===== src/rtl/msi_sched_pkg.sv =====
// rtl/msi_sched_pkg.sv - shared constants and FSM encoding for the MSI scheduler
package msi_sched_pkg;

  localparam int VEC_W       = 8;
  localparam int MAX_INT_NUM = 32;

  typedef enum logic [3:0] {
    ST_IDLE = 4'b0001,
    ST_ARB  = 4'b0010,
    ST_REQ  = 4'b0100,
    ST_HOLD = 4'b1000
  } state_t;

endpackage


===== src/rtl/msi_sched_if.sv =====
// rtl/msi_sched_if.sv - endpoint core cfg_interrupt handshake (MSI mode)
interface msi_sched_if;
  import msi_sched_pkg::*;

  logic             cfg_interrupt_n;
  logic             cfg_interrupt_rdy_n;
  logic             cfg_interrupt_assert_n;
  logic [VEC_W-1:0] cfg_interrupt_di;

  modport master (
    output cfg_interrupt_n,
    output cfg_interrupt_assert_n,
    output cfg_interrupt_di,
    input  cfg_interrupt_rdy_n
  );

  modport slave (
    input  cfg_interrupt_n,
    input  cfg_interrupt_assert_n,
    input  cfg_interrupt_di,
    output cfg_interrupt_rdy_n
  );

endinterface


===== src/rtl/msi_sched_rr_pick.sv =====
// rtl/msi_sched_rr_pick.sv - combinational round-robin picker, first request after last_grant
module rr_pick #(
  parameter int C_INT_NUM = 4,
  parameter int IDX_W     = (C_INT_NUM > 1) ? $clog2(C_INT_NUM) : 1
) (
  input  logic [C_INT_NUM-1:0] req,
  input  logic [IDX_W-1:0]     last_grant,
  output logic [IDX_W-1:0]     idx,
  output logic                 valid
);

  int j;

  // Scan from farthest to nearest so the nearest request after last_grant wins.
  always_comb begin
    idx   = '0;
    valid = 1'b0;
    j     = 0;
    for (int k = C_INT_NUM; k >= 1; k--) begin
      j = (int'(last_grant) + k) % C_INT_NUM;
      if (req[j[IDX_W-1:0]]) begin
        idx   = j[IDX_W-1:0];
        valid = 1'b1;
      end
    end
  end

endmodule


===== src/rtl/msi_sched.sv =====
// rtl/msi_sched.sv - round-robin MSI scheduler with hold-off; MSI_SCHED_STATS_EN adds sent/coalesced counters
module msi_sched
  import msi_sched_pkg::*;
#(
  parameter int C_INT_NUM  = 4,
  parameter int C_VEC_BASE = 0,
  parameter int C_HOLD_W   = 16
) (
  input  logic                 clk,
  input  logic                 rst,
  input  logic [C_INT_NUM-1:0] int_src,
  input  logic [C_INT_NUM-1:0] int_mask,
  input  logic                 msi_enable,
  input  logic [C_HOLD_W-1:0]  holdoff_cycles,
  msi_sched_if.master          cfg,
  output logic [C_INT_NUM-1:0] int_pending
`ifdef MSI_SCHED_STATS_EN
  ,
  output logic [31:0]          msi_sent_cnt,
  output logic [31:0]          msi_coal_cnt
`endif
);

  localparam int IDX_W = (C_INT_NUM > 1) ? $clog2(C_INT_NUM) : 1;

  state_t               state, state_nxt;
  logic [C_INT_NUM-1:0] int_src_d, pending, evt, eligible, clr;
  logic [IDX_W-1:0]     sel, last_grant, pick_idx;
  logic                 pick_valid, accept, issue;
  logic [C_HOLD_W-1:0]  hold_cnt;
  logic                 irq_n;
  logic [VEC_W-1:0]     vec;

  assign evt      = int_src & ~int_src_d;
  assign eligible = msi_enable ? (pending & ~int_mask) : '0;
  assign accept   = (state == ST_REQ) && !cfg.cfg_interrupt_rdy_n;
  assign clr      = accept ? (C_INT_NUM'(1) << sel) : '0;

  rr_pick #(.C_INT_NUM(C_INT_NUM), .IDX_W(IDX_W)) u_pick (
    .req        (eligible),
    .last_grant (last_grant),
    .idx        (pick_idx),
    .valid      (pick_valid)
  );

  // Once REQ is entered the handshake always completes, regardless of mask/enable.
  always_comb begin
    state_nxt = state;
    issue     = 1'b0;
    case (state)
      ST_IDLE: if (|eligible) state_nxt = ST_ARB;
      ST_ARB: begin
        if (pick_valid) begin
          state_nxt = ST_REQ;
          issue     = 1'b1;
        end else begin
          state_nxt = ST_IDLE;
        end
      end
      ST_REQ:  if (accept) state_nxt = (holdoff_cycles != '0) ? ST_HOLD : ST_IDLE;
      ST_HOLD: if (hold_cnt <= C_HOLD_W'(1)) state_nxt = ST_IDLE;
      default: state_nxt = ST_IDLE;
    endcase
  end

  always_ff @(posedge clk) begin
    if (!rst) begin
      state      <= ST_IDLE;
      int_src_d  <= '0;
      pending    <= '0;
      sel        <= '0;
      last_grant <= IDX_W'(C_INT_NUM - 1);
      hold_cnt   <= '0;
      irq_n      <= 1'b1;
      vec        <= '0;
    end else begin
      state     <= state_nxt;
      int_src_d <= int_src;
      // A new event on a bit being cleared this cycle keeps it pending.
      pending   <= (pending & ~clr) | evt;
      if (issue) begin
        sel   <= pick_idx;
        vec   <= VEC_W'(C_VEC_BASE + int'(pick_idx));
        irq_n <= 1'b0;
      end
      if (accept) begin
        last_grant <= sel;
        irq_n      <= 1'b1;
        hold_cnt   <= holdoff_cycles;
      end else if (state == ST_HOLD) begin
        hold_cnt <= hold_cnt - C_HOLD_W'(1);
      end
    end
  end

`ifdef MSI_SCHED_STATS_EN
  always_ff @(posedge clk) begin
    if (!rst) begin
      msi_sent_cnt <= '0;
      msi_coal_cnt <= '0;
    end else begin
      if (accept) msi_sent_cnt <= msi_sent_cnt + 32'd1;
      if (|(evt & pending)) msi_coal_cnt <= msi_coal_cnt + 32'd1;
    end
  end
`endif

  assign cfg.cfg_interrupt_n        = irq_n;
  assign cfg.cfg_interrupt_assert_n = 1'b0;
  assign cfg.cfg_interrupt_di       = vec;
  assign int_pending                = pending;

endmodule


===== src/flat_wrapper.sv =====
// flat-port wrapper written by rule: the top's interface ports become plain ports
module msi_sched_flat import msi_sched_pkg::*;
#(
  parameter int C_INT_NUM  = 4,
  parameter int C_VEC_BASE = 0,
  parameter int C_HOLD_W   = 16
)
  (clk, rst, int_src, int_mask, msi_enable, holdoff_cycles, int_pending, cfg_cfg_interrupt_n, cfg_cfg_interrupt_assert_n, cfg_cfg_interrupt_di, cfg_cfg_interrupt_rdy_n);
  msi_sched_if cfg_i ();
  input  logic clk;
  input  logic rst;
  input  logic [C_INT_NUM-1:0] int_src;
  input  logic [C_INT_NUM-1:0] int_mask;
  input  logic msi_enable;
  input  logic [C_HOLD_W-1:0] holdoff_cycles;
  output logic [C_INT_NUM-1:0] int_pending;
  output wire logic [$bits(cfg_i.cfg_interrupt_n)-1:0] cfg_cfg_interrupt_n;
  output wire logic [$bits(cfg_i.cfg_interrupt_assert_n)-1:0] cfg_cfg_interrupt_assert_n;
  output wire logic [$bits(cfg_i.cfg_interrupt_di)-1:0] cfg_cfg_interrupt_di;
  input wire logic [$bits(cfg_i.cfg_interrupt_rdy_n)-1:0] cfg_cfg_interrupt_rdy_n;
  assign cfg_cfg_interrupt_n = cfg_i.cfg_interrupt_n;
  assign cfg_cfg_interrupt_assert_n = cfg_i.cfg_interrupt_assert_n;
  assign cfg_cfg_interrupt_di = cfg_i.cfg_interrupt_di;
  assign cfg_i.cfg_interrupt_rdy_n = cfg_cfg_interrupt_rdy_n;
  msi_sched #(.C_INT_NUM(C_INT_NUM), .C_VEC_BASE(C_VEC_BASE), .C_HOLD_W(C_HOLD_W)) u_core (.clk(clk), .rst(rst), .int_src(int_src), .int_mask(int_mask), .msi_enable(msi_enable), .holdoff_cycles(holdoff_cycles), .cfg(cfg_i), .int_pending(int_pending));
endmodule

===== config.mk =====
export PLATFORM = sky130hd
export DESIGN_NAME = msi_sched_flat
export DESIGN_NICKNAME = d
export VERILOG_FILES = /design/src/rtl/msi_sched_pkg.sv /design/src/rtl/msi_sched_if.sv /design/src/rtl/msi_sched_rr_pick.sv /design/src/rtl/msi_sched.sv /design/src/flat_wrapper.sv
export SDC_FILE = /design/constraint.sdc
export NUM_CORES = 1
export LEC_CHECK = 0
export ABC_CLOCK_PERIOD_IN_PS = 2500
export CAP_MARGIN = 15
export CORE_MARGIN = 2
export CORE_UTILIZATION = 45
export CTS_BUF_LIST = sky130_fd_sc_hd__clkbuf_4 sky130_fd_sc_hd__clkbuf_8 sky130_fd_sc_hd__clkbuf_16
export DETAILED_ROUTE_END_ITERATION = 6
export PLACE_DENSITY_LB_ADDON = 0.08
export SLEW_MARGIN = 20
export SYNTH_ARGS = -nofsm -noshare
export SYNTH_HDL_FRONTEND = slang
export SYNTH_SLANG_ARGS = --single-unit

===== constraint.sdc =====
create_clock -name clk -period 2.5 [get_ports clk]
set_input_delay 0.5 -clock clk [delete_from_list [all_inputs] [get_ports clk]]
set_output_delay 0.5 -clock clk [all_outputs]
set_load 0.02 [all_outputs]

# After elaboration in Yosys (flattened, before gate mapping)
# Cells that the tools add are included.
[op_classes]
bitwise_logic = 8
n_eq_ne = 7
mux = 28
n_reduce_logical = 7
shifts = 1
order_cmp = 5
add_sub_neg = 5
[op_table]
columns = ["op", "n"]
rows = [
  ["$mux W16", 2],
  ["$mux W4", 6],
  ["$le A16 B1 Y1 const B", 1],
  ["$pmux W4 S4", 1],
  ["$reduce_bool A16 Y1", 1],
  ["$sub A16 B1 Y16 const B", 1],
  ["$and A4 B4 Y4", 3],
  ["$lt A2 B3 Y1 const B", 4],
  ["$not A4 Y4", 3],
  ["$mux W1", 10],
  ["$bmux W1 S2", 4],
  ["$mux W2", 4],
  ["$ne A2 B1 Y1 const B", 3],
  ["$add A2 B1 Y2 const B", 2],
  ["$add A2 B2 Y2 const B", 2],
  ["$eq A4 B1 Y1 const B", 1],
  ["$eq A4 B2 Y1 const B", 1],
  ["$eq A4 B3 Y1 const B", 1],
  ["$eq A4 B4 Y1 const B", 1],
  ["$or A4 B4 Y4", 1],
  ["$reduce_or A4 Y1", 1],
  ["$shl A1 B2 Y4 const A", 1],
  ["$mux W3", 1],
  ["$reduce_and A3 Y1", 1],
  ["other kinds (5)", 5],
]
[word_totals]
reg_bits = 33
word_cells = 68
out_inout_bits = 14
input_bits = 28

# Logic depth before layout (Yosys ltp)
# Gate-level depths: netlist of run 1.
[depth]
word_depth = 11
ltp_mapped = 7
depth_no_buf = 7

# Cells and area by module
# From an unflattened synthesis of run 1, not the netlist that was laid out.
[unflattened]
hier_cells = 232
hier_area_um2 = 1915.6
[modules_own_cells]
columns = ["mod", "n_inst", "area_per_inst_um2", "cells_each", "seq_area_each_um2"]
rows = [
  ["msi_sched", 1, 1824.2, 218, 660.6],
  ["rr_pick", 1, 91.3, 14, 0.0],
]

# Worst setup path before layout of run 1
# No wires, ideal clock.
[synth_path]
kind = "register to register"
startpoint = "reg u_core.hold_cnt[4]"
endpoint = "reg u_core.hold_cnt[11]"
setup_ns = 0.074
t_arrival_ns = 1.882
path_stages_with_launch = 6
period_less_slack_ns = 1.956
path_buffers = 1
path_slack_ns = 0.544
required_time_ns = 2.426
path_cell_list = "dfxtp_1 > or4_1 > buf_2 > or4_4 > or3_1 > a31oi_1"
[synth_between]
elab_chain_len = 3
[synth_lines]
columns = ["element", "line", "source"]
rows = [
  ["start, declared", "msi_sched.sv:30", "logic [C_HOLD_W-1:0] hold_cnt;"],
  ["start signal, assigned", "msi_sched.sv:89", "hold_cnt <= holdoff_cycles;"],
  ["start signal, assigned", "msi_sched.sv:91", "hold_cnt <= hold_cnt - C_HOLD_W'(1);"],
  ["$sub A16 B1 Y16", "msi_sched.sv:91", ""],
  ["$mux W16", "msi_sched.sv:90", "end else if (state == ST_HOLD) begin"],
  ["$mux W16", "msi_sched.sv:86", "if (accept) begin"],
]
# No other way between the ends. The select of a mux whose other input is x is not followed.
# A chain may end at the register's enable or synchronous reset.

# Worst setup path in the final report of run 1
[layout_path]
startpoint = "reg u_core.state[3]"
endpoint = "reg u_core.hold_cnt[12]"
[layout_between]
elab_chain_len = 3
elab_cells_between_ends = 5
classes_between = "eq/ne (2); mux (1); reduce/logical (2)"
[layout_lines]
columns = ["element", "line", "source"]
rows = [
  ["start, declared", "msi_sched.sv:26", "state_t state, state_nxt;"],
  ["start signal, assigned", "msi_sched.sv:77", "state <= state_nxt;"],
  ["$eq A4 B3 Y1", "msi_sched.sv:36", "assign accept = (state == ST_REQ) && !cfg.cfg_interrupt_rdy_n;"],
  ["$logic_and A1 B1 Y1", "msi_sched.sv:36", ""],
  ["$mux W16 or $reduce_bool A2 Y1 (tied branches)", "n/a", ""],
]
# Several ways; a longest one is shown, not always the timed one.

==> results by group, run 1 <==
Power
  • Switching Fraction: between 20% and 30%
  • Psw: between 0.2 and 0.3 mW
  • VDD IR max: 0.336 mV
  • Internal Power: around 0.85 mW
  • Seq pwr share: between 40% and 50%
  • Comb pwr share: around 14%
  • Clock power share: a little over a third
  • Leakage: between 0.8 and 0.9 nW
  • Tot Pwr: ~1.1 mW
  • Power per cell area: roughly 510 mW/mm^2

Timing
  • Max Clock Freq: between 0.4 and 0.5 GHz
  • Worst Skew: 7.52 ps
  • Slew Limit Headroom: just under 50%
  • Fin crit share: between 80% and 90%
  • RSZ-0062 raised after global routing: false
  • Setup TNS: 0 ps
  • Fin crit period: approximately 2100 ps
  • Setup violators final: 0
  • Slew @ Worst Pin: approximately 760 ps
  • Slew Limit Fails: 0
  • Final hold viol count: 0

Clocking
  • Num CTS Buffers: 5
  • CTS Hold Bufs: 0
  • CTS tree: yes
  • Root buf cell: clkbuf_8
  • Clk slew on worst S/H paths: about 70 ps
  • Post-cts repair resize count: 0
  • Setup Fix Bufs, Post-CTS: 0
  • H-tree depth: 2
  • Clock Path Buffers: 2
  • CTS Sinks: 33
  • Clock Latency Late Sink: ~290 ps

Global routing
  • First-pass GRT wire length: 7270 um
  • Most used routing layer: met2
  • M2 GR Usage: between 30 and 40%
  • Initial antenna violation count: 0
  • Met1 Usage GRT: approximately 29%
  • Gr usage total: between 20% and 30%
  • Gr ovfl total: 0
  • Routing usage on met3: slightly above 4%
  • Vias in the first global route: 1588
  • Pin count of the biggest net entering global routing: 22

Cells and area
  • Reg area: between 600 and 700 um^2
  • Fill cells: between 300 and 400
  • Ratio of cells with drive above 1 in the final layout: 6.44%
  • Most frequent cells in the layout: clkdlybuf4s50_1 (34), dfxtp_1 (33), a21oi_1 (23)
  • NumNets Final: just under 300
  • Multi-input gate area: 0.00101 mm^2
  • Area Overhead vs Synth: 26.2%
  • Number of antenna repair diodes: 0
  • Leading cell type in the layout, fill and taps excluded: clkdlybuf4s50_1

Critical path
  • CP Class: flip-flop to flip-flop
  • CP max stage delay: around 600 ps
  • Required @ worst endpoint: 2670 ps
  • Arrival @ worst endpoint: around 2300 ps
  • Worst path slowest cell: or4b_1
  • Worst r2r path cells: 6
  • Crit. End Element: flip-flop
  • Critical path startpoint category: flip-flop
  • Worst path cell trace: or4b_1, nor2_1, buf_4, nand2_1, o211ai_1, a21oi_1
  • CP Max Fanout: 9

Detailed routing
  • Drt drc: 0
  • WL per Instance: between 10 and 15 um
  • Iter 0 DRT Violations: slightly below 90
  • First-pass DRT Iterations: 5
  • Final WL: roughly 4300 um
  • Via count: 1770
  • Post-route ant nets: 0
  • Vias per cell: 5.67

Run status
  • Status: completed

Synth
  • Yosys reg bits: 33
  • Cells after Synth: ~230
  • Top_reg_cell synth: dfxtp_1
  • Yosys warnings: 0
  • Post-synthesis cell area: roughly 0.0018 mm^2
  • Syn avg cell area: around 8 um^2
  • Post-synth EDFFs: 0
  • Unique masters post-synth: 47
  • Seq/Total Area, Yosys: between 30% and 40%
  • Post-synthesis async set-or-reset flop share: 0%

Floorplan
  • Die H: between 60 and 70 um
  • Die width: between 60 and 70 um
  • I/O pins: 42
  • Starting Density: around 48%
  • Die ar.: 0.00445 mm^2
  • Core area: 0.00372 mm^2
  • Rows: 22

Placed design
  • Routability Congestion: 0.818
  • Post-DP HPWL: about 3200 um
  • IO buf count: 34

Hold path
  • Hold WC Path Type: flip-flop to flip-flop
  • Worst Hold Depth: 2

Flow run
  • # Max-Cap Violations: 0
## cells by family after synthesis
| logic type | Yosys count | share of synthesized area, % |
|---|---|---|
| AND/OR/NAND/NOR | 100 | 30.4 |
| AO/OA/AOI/OAI | 65 | 23.3 |
| adder cells (fa/ha/maj) | 2 | 1.41 |
| other | 1 | 0.212 |
| XOR/XNOR | 1 | 0.495 |
| flip-flops | 33 | 37.3 |
| buffers and inverters | 25 | 6.86 |
## metrics by stage
step	setup slack, ps	cell area (um^2)	std cells	hold slack [ps]	utilization [%]
after floorplan	544	1790	233	462	-
after global placement	312	2140	304	464	57.6
after detailed placement	271	2140	304	467	57.6
after CTS	405	2230	312	484	60.1
after global routing	228	2230	312	496	60.1
final	403	2230	312	480	60.1
## layout make-up
cell class | instances | share of cell area, %
clock inverters | 1 | 0.336
flip-flops and latches | 33 | 29.6
well taps | 48 | 2.69
repair buffers | 39 | 16.9
inverters | 9 | 1.51
clock buffers | 7 | 3.75
multi-input cells | 175 | 45.2
## state kept, by name, summed over array words and instances (netlist names)
signal / count
u_core.cfg.cfg_interrupt_n: 1
u_core.hold_cnt: 16
u_core.int_pending: 4
u_core.cfg.cfg_interrupt_di: 2
u_core.last_grant: 2
u_core.state: 4
u_core.int_src_d: 4
## routing by layer
metal  up-vias  routed length [um]  part of all wire, %
met5         -                   0                    0
met4         0                  65                  1.5
met3         7                 287                  6.6
met2        60                1920                   44
met1       817                2050                   47
li1        886                   -                    -
## power groups by stage
stage          Clock (mW)  Combinational (mW)  Sequential (mW)
3_3_place_gp            0               0.156            0.576
4_1_cts             0.422               0.158            0.564
2_1_floorplan           0              0.0840            0.578
3_5_place_dp            0               0.157            0.576
5_1_grt             0.439               0.177            0.568
6_report            0.412               0.157            0.564
## cell usage after synthesis, types with 2 or more instances
library cell	n	area, um^2
nand2b_1	8	50.1
nor3b_1	2	15.0
nand2_1	22	82.6
o21ai_1	5	25.0
or4_1	3	22.5
o211ai_1	5	37.5
and2_1	6	37.5
nand3_1	9	45.0
o31ai_1	3	22.5
clkbuf_1	8	30.0
a31oi_1	7	43.8
a21oi_1	23	115
a21o_1	2	15.0
nor2b_1	5	31.3
or3_1	3	18.8
ha_1	2	25.0
o311ai_1	2	17.5
o21ai_0	5	25.0
a221oi_1	2	17.5
inv_1	9	33.8
nor2_1	21	78.8
nor4_1	8	50.1
a22oi_1	2	15.0
dfxtp_1	33	661
nor3_1	4	20.0
buf_4	7	52.6
## worst max-delay path, delay by kind of cell (launching register included)
| kind | cells | cell delay [ps] |
|---|---|---|
| AOI/OAI and AO/OA | 2 | 280 |
| DFF | 1 | 500 |
| buffers and inverters | 1 | 190 |
| and+or+nand+nor | 3 | 1000 |
## worst paths after layout
kind,startpoint,to,slack [ps]
worst max-delay path,u_core.state[3]$_SDFFE_PN0P_,u_core.hold_cnt[12]$_SDFFE_PN0P_,400
worst min register to register,u_core.int_src_d[2]$_SDFF_PN0_,u_core.int_pending[2]$_SDFF_PN0_,480
worst max register to register,u_core.state[3]$_SDFFE_PN0P_,u_core.hold_cnt[12]$_SDFFE_PN0P_,400
worst min-delay path,u_core.int_src_d[2]$_SDFF_PN0_,u_core.int_pending[2]$_SDFF_PN0_,480
(Power assumes the default switching activity.)
==> inputs of run 2 (changes only) <==
- ABC_CLOCK_PERIOD_IN_PS: 2500 -> 1850
- CORE_UTILIZATION: 45 -> 44
- clock period: 2.5 -> 1.85 ns (I/O delays scaled with it)
==> results by group, run 2 (synthesis results as in run 1) <==
Run status
  • Status: complete, but fails checks (was completed)
  • Failing checks: setup timing

Floorplan
  • Starting Density: 44.9% (was 47.6%)
  • Die ar.: 0.00454 mm^2 (was 0.00445 mm^2)
  • Rows: 23 (was 22)
  • Die H: 67.4 um (was 66.7 um)
  • I/O pins: 42 (unchanged)
  • Die width: 67.4 um (was 66.7 um)
  • Core area: 0.00394 mm^2 (was 0.00372 mm^2)

Power
  • Power per cell area: 614 mW/mm^2 (was 507 mW/mm^2)
  • Clock power share: 35.7% (was 36.3%)
  • Internal Power: 1.19 mW (was 0.846 mW)
  • Comb pwr share: 16.7% (was 13.9%)
  • Seq pwr share: 47.6% (was 49.8%)
  • Leakage: 1.01 nW (was 0.800 nW)
  • Switching Fraction: 24.9% (was 25.3%)
  • Psw: 0.395 mW (was 0.287 mW)
  • Tot Pwr: 1.58 mW (was 1.13 mW)
  • VDD IR max: 0.389 mV (was 0.336 mV)

Cells and area
  • Fin cells: 353 (was 312)
  • NumNets Final: 333 (was 293)
  • Most frequent cells in the layout: buf_4 (44), clkdlybuf4s50_1 (34), dfxtp_1 (33) (was clkdlybuf4s50_1 (34), dfxtp_1 (33), a21oi_1 (23))
  • Fill cells: 333 (was 353)
  • Area Overhead vs Synth: 45.8% (was 26.2%)
  • Max FFs per register: 16 (unchanged)
  • Ratio of cells with drive above 1 in the final layout: 20.5% (was 6.44%)
  • Number of antenna repair diodes: 0 (unchanged)
  • Design area: 0.00258 mm^2 (was 0.00223 mm^2)
  • Leading cell type in the layout, fill and taps excluded: buf_4 (was clkdlybuf4s50_1)
  • Largest Register: u_core.hold_cnt (unchanged)
  • Post-layout util: 65.4% (was 60.1%)

Critical path
  • Critical path startpoint category: flip-flop (unchanged)
  • R2R setup slack: -20 ps (was 400 ps)
  • Required @ worst endpoint: 2060 ps (was 2670 ps)
  • Crit. End Element: flip-flop (unchanged)
  • Worst r2r src: u_core.hold_cnt[7]$_SDFFE_PN0P_ (was u_core.state[3]$_SDFFE_PN0P_)
  • Arrival @ worst endpoint: 2070 ps (was 2260 ps)
  • CP Class: flip-flop to flip-flop (unchanged)
  • RR Endpoint: u_core.hold_cnt[11]$_SDFFE_PN0P_ (was u_core.hold_cnt[12]$_SDFFE_PN0P_)
  • Worst r2r path cells: 4 (was 6)
  • CP Max Fanout: 4 (was 9)

Timing
  • Slew Limit Fails: 0 (unchanged)
  • Setup TNS: -17.8 ps (was 0 ps)
  • RSZ-0062 raised after global routing: true (was false)
  • Final hold slack: 478 ps (was 480 ps)
  • Fin crit period: 1870 ps (was 2100 ps)
  • Worst Skew: 6.07 ps (was 7.52 ps)
  • Final hold viol count: 0 (unchanged)
  • Max Clock Freq: 0.535 GHz (was 0.477 GHz)
  • Fin crit share: 101% (was 83.9%)
  • Setup slack after layout: -17.8 ps (was 403 ps)
  • Setup violators final: 1 (was 0)

Global routing
  • Gr ovfl total: 0 (unchanged)
  • Pin count of the biggest net entering global routing: 20 (was 22)
  • Initial antenna violation count: 0 (unchanged)
  • Vias in the first global route: 1706 (was 1588)
  • Gr usage total: 23.0% (was 21.6%)
  • First-pass GRT wire length: 7860 um (was 7270 um)

Clocking
  • CTS Sinks: 33 (unchanged)
  • Num CTS Buffers: 5 (unchanged)
  • Clock Latency Late Sink: 280 ps (was 290 ps)
  • H-tree depth: 2 (unchanged)
  • Root buf cell: clkbuf_8 (unchanged)
  • Clk slew on worst S/H paths: 70 ps (about the same)
  • Clock Path Buffers: 2 (unchanged)
  • CTS tree: yes (unchanged)

Detailed routing
  • Post-route ant nets: 0 (unchanged)
  • Drt drc: 0 (unchanged)
  • Vias per cell: 5.39 (was 5.67)
  • Iter 0 DRT Violations: 122 (was 88)
  • Final WL: 4900 um (was 4330 um)
  • Via count: 1901 (was 1770)
  • First-pass DRT Iterations: 4 (was 5)
  • WL per Instance: 13.9 um (about the same)

Hold path
  • Worst Hold Path EP: u_core.cfg.cfg_interrupt_n$_SDFFE_PP1P_ (was u_core.int_pending[2]$_SDFF_PN0_)
  • Hold WC Path Type: flip-flop to flip-flop (unchanged)
  • Worst Hold Depth: 2 (unchanged)
  • Worst Hold Launch: u_core.cfg.cfg_interrupt_n$_SDFFE_PP1P_ (was u_core.int_src_d[2]$_SDFF_PN0_)

Flow run
  • # Max-Cap Violations: 0 (unchanged)

Placed design
  • Post-DP HPWL: 3640 um (was 3190 um)
  • Placed inst area: 0.00246 mm^2 (was 0.00214 mm^2)
  • Routability Congestion: 0.787 (was 0.818)
  • IO buf count: 34 (unchanged)
  • Placement Setup Slack: -163 ps (was 271 ps)
  • Cells after DPL: 346 (was 304)
[run 2: layout make-up]
type                    instances  area (um^2)  share of cell area, %
inverters                       9         33.8                   1.31
clock buffers                   7         90.1                   3.49
flip-flops and latches         33          661                   25.6
multi-input cells             175         1040                   40.4
well taps                      50         62.6                   2.42
repair buffers                 79          691                   26.8
[run 2: power groups by stage]
stage	combinational, mW	sequential (mW)	clock (mW)
global route	0.288	0.757	0.604
finish	0.265	0.755	0.565
detailed placement	0.262	0.770	0
floorplan	0.114	0.781	0
CTS	0.263	0.754	0.578
global placement	0.257	0.770	0
[run 2: how the worst max path moves through the flow]
stage / from / to / slack, ps / cells after the start
after CTS: u_core.hold_cnt[4]$_SDFFE_PN0P_ / u_core.hold_cnt[11]$_SDFFE_PN0P_ / -20 / 4
after floorplan: u_core.hold_cnt[5]$_SDFFE_PN0P_ / u_core.hold_cnt[11]$_SDFFE_PN0P_ / -60 / 5
after global routing: u_core.hold_cnt[7]$_SDFFE_PN0P_ / u_core.hold_cnt[11]$_SDFFE_PN0P_ / -80 / 4
final: u_core.hold_cnt[7]$_SDFFE_PN0P_ / u_core.hold_cnt[11]$_SDFFE_PN0P_ / -20 / 4
after detailed placement: int_mask[1] / u_core.state[3]$_SDFFE_PN0P_ / -160 / 7
after global placement: int_mask[1] / u_core.state[3]$_SDFFE_PN0P_ / -120 / 7
[run 2: routing by layer]
layer	GRT usage [%]	wire length, um
met5	0	0
met4	6.38	33
met3	3.50	204
met2	37.6	2290
met1	31.5	2370
[run 2: timing repair]
| item | 4_1_cts | 5_1_grt |
|---|---|---|
| gates resized for setup | 2 | 6 |
| hold buffers | 0 | 0 |
| hold endpoints to repair | 0 | 0 |
| pin swaps | 2 | 1 |
| buffers inserted | 0 | 0 |
| setup endpoints to repair | 6 | 8 |
[run 2: critical path, cell delays in order (launching register included)]
cell and delay [ps]:
dfxtp_1 320, or4_4 570, or4_4 450, or3_1 320, a31oi_1 130
==> inputs of run 3 (changes only) <==
- SLEW_MARGIN: 20 -> 15
==> results of run 3 <==
Same layout as run 2: the final DEF is identical, and so are final timing and power.
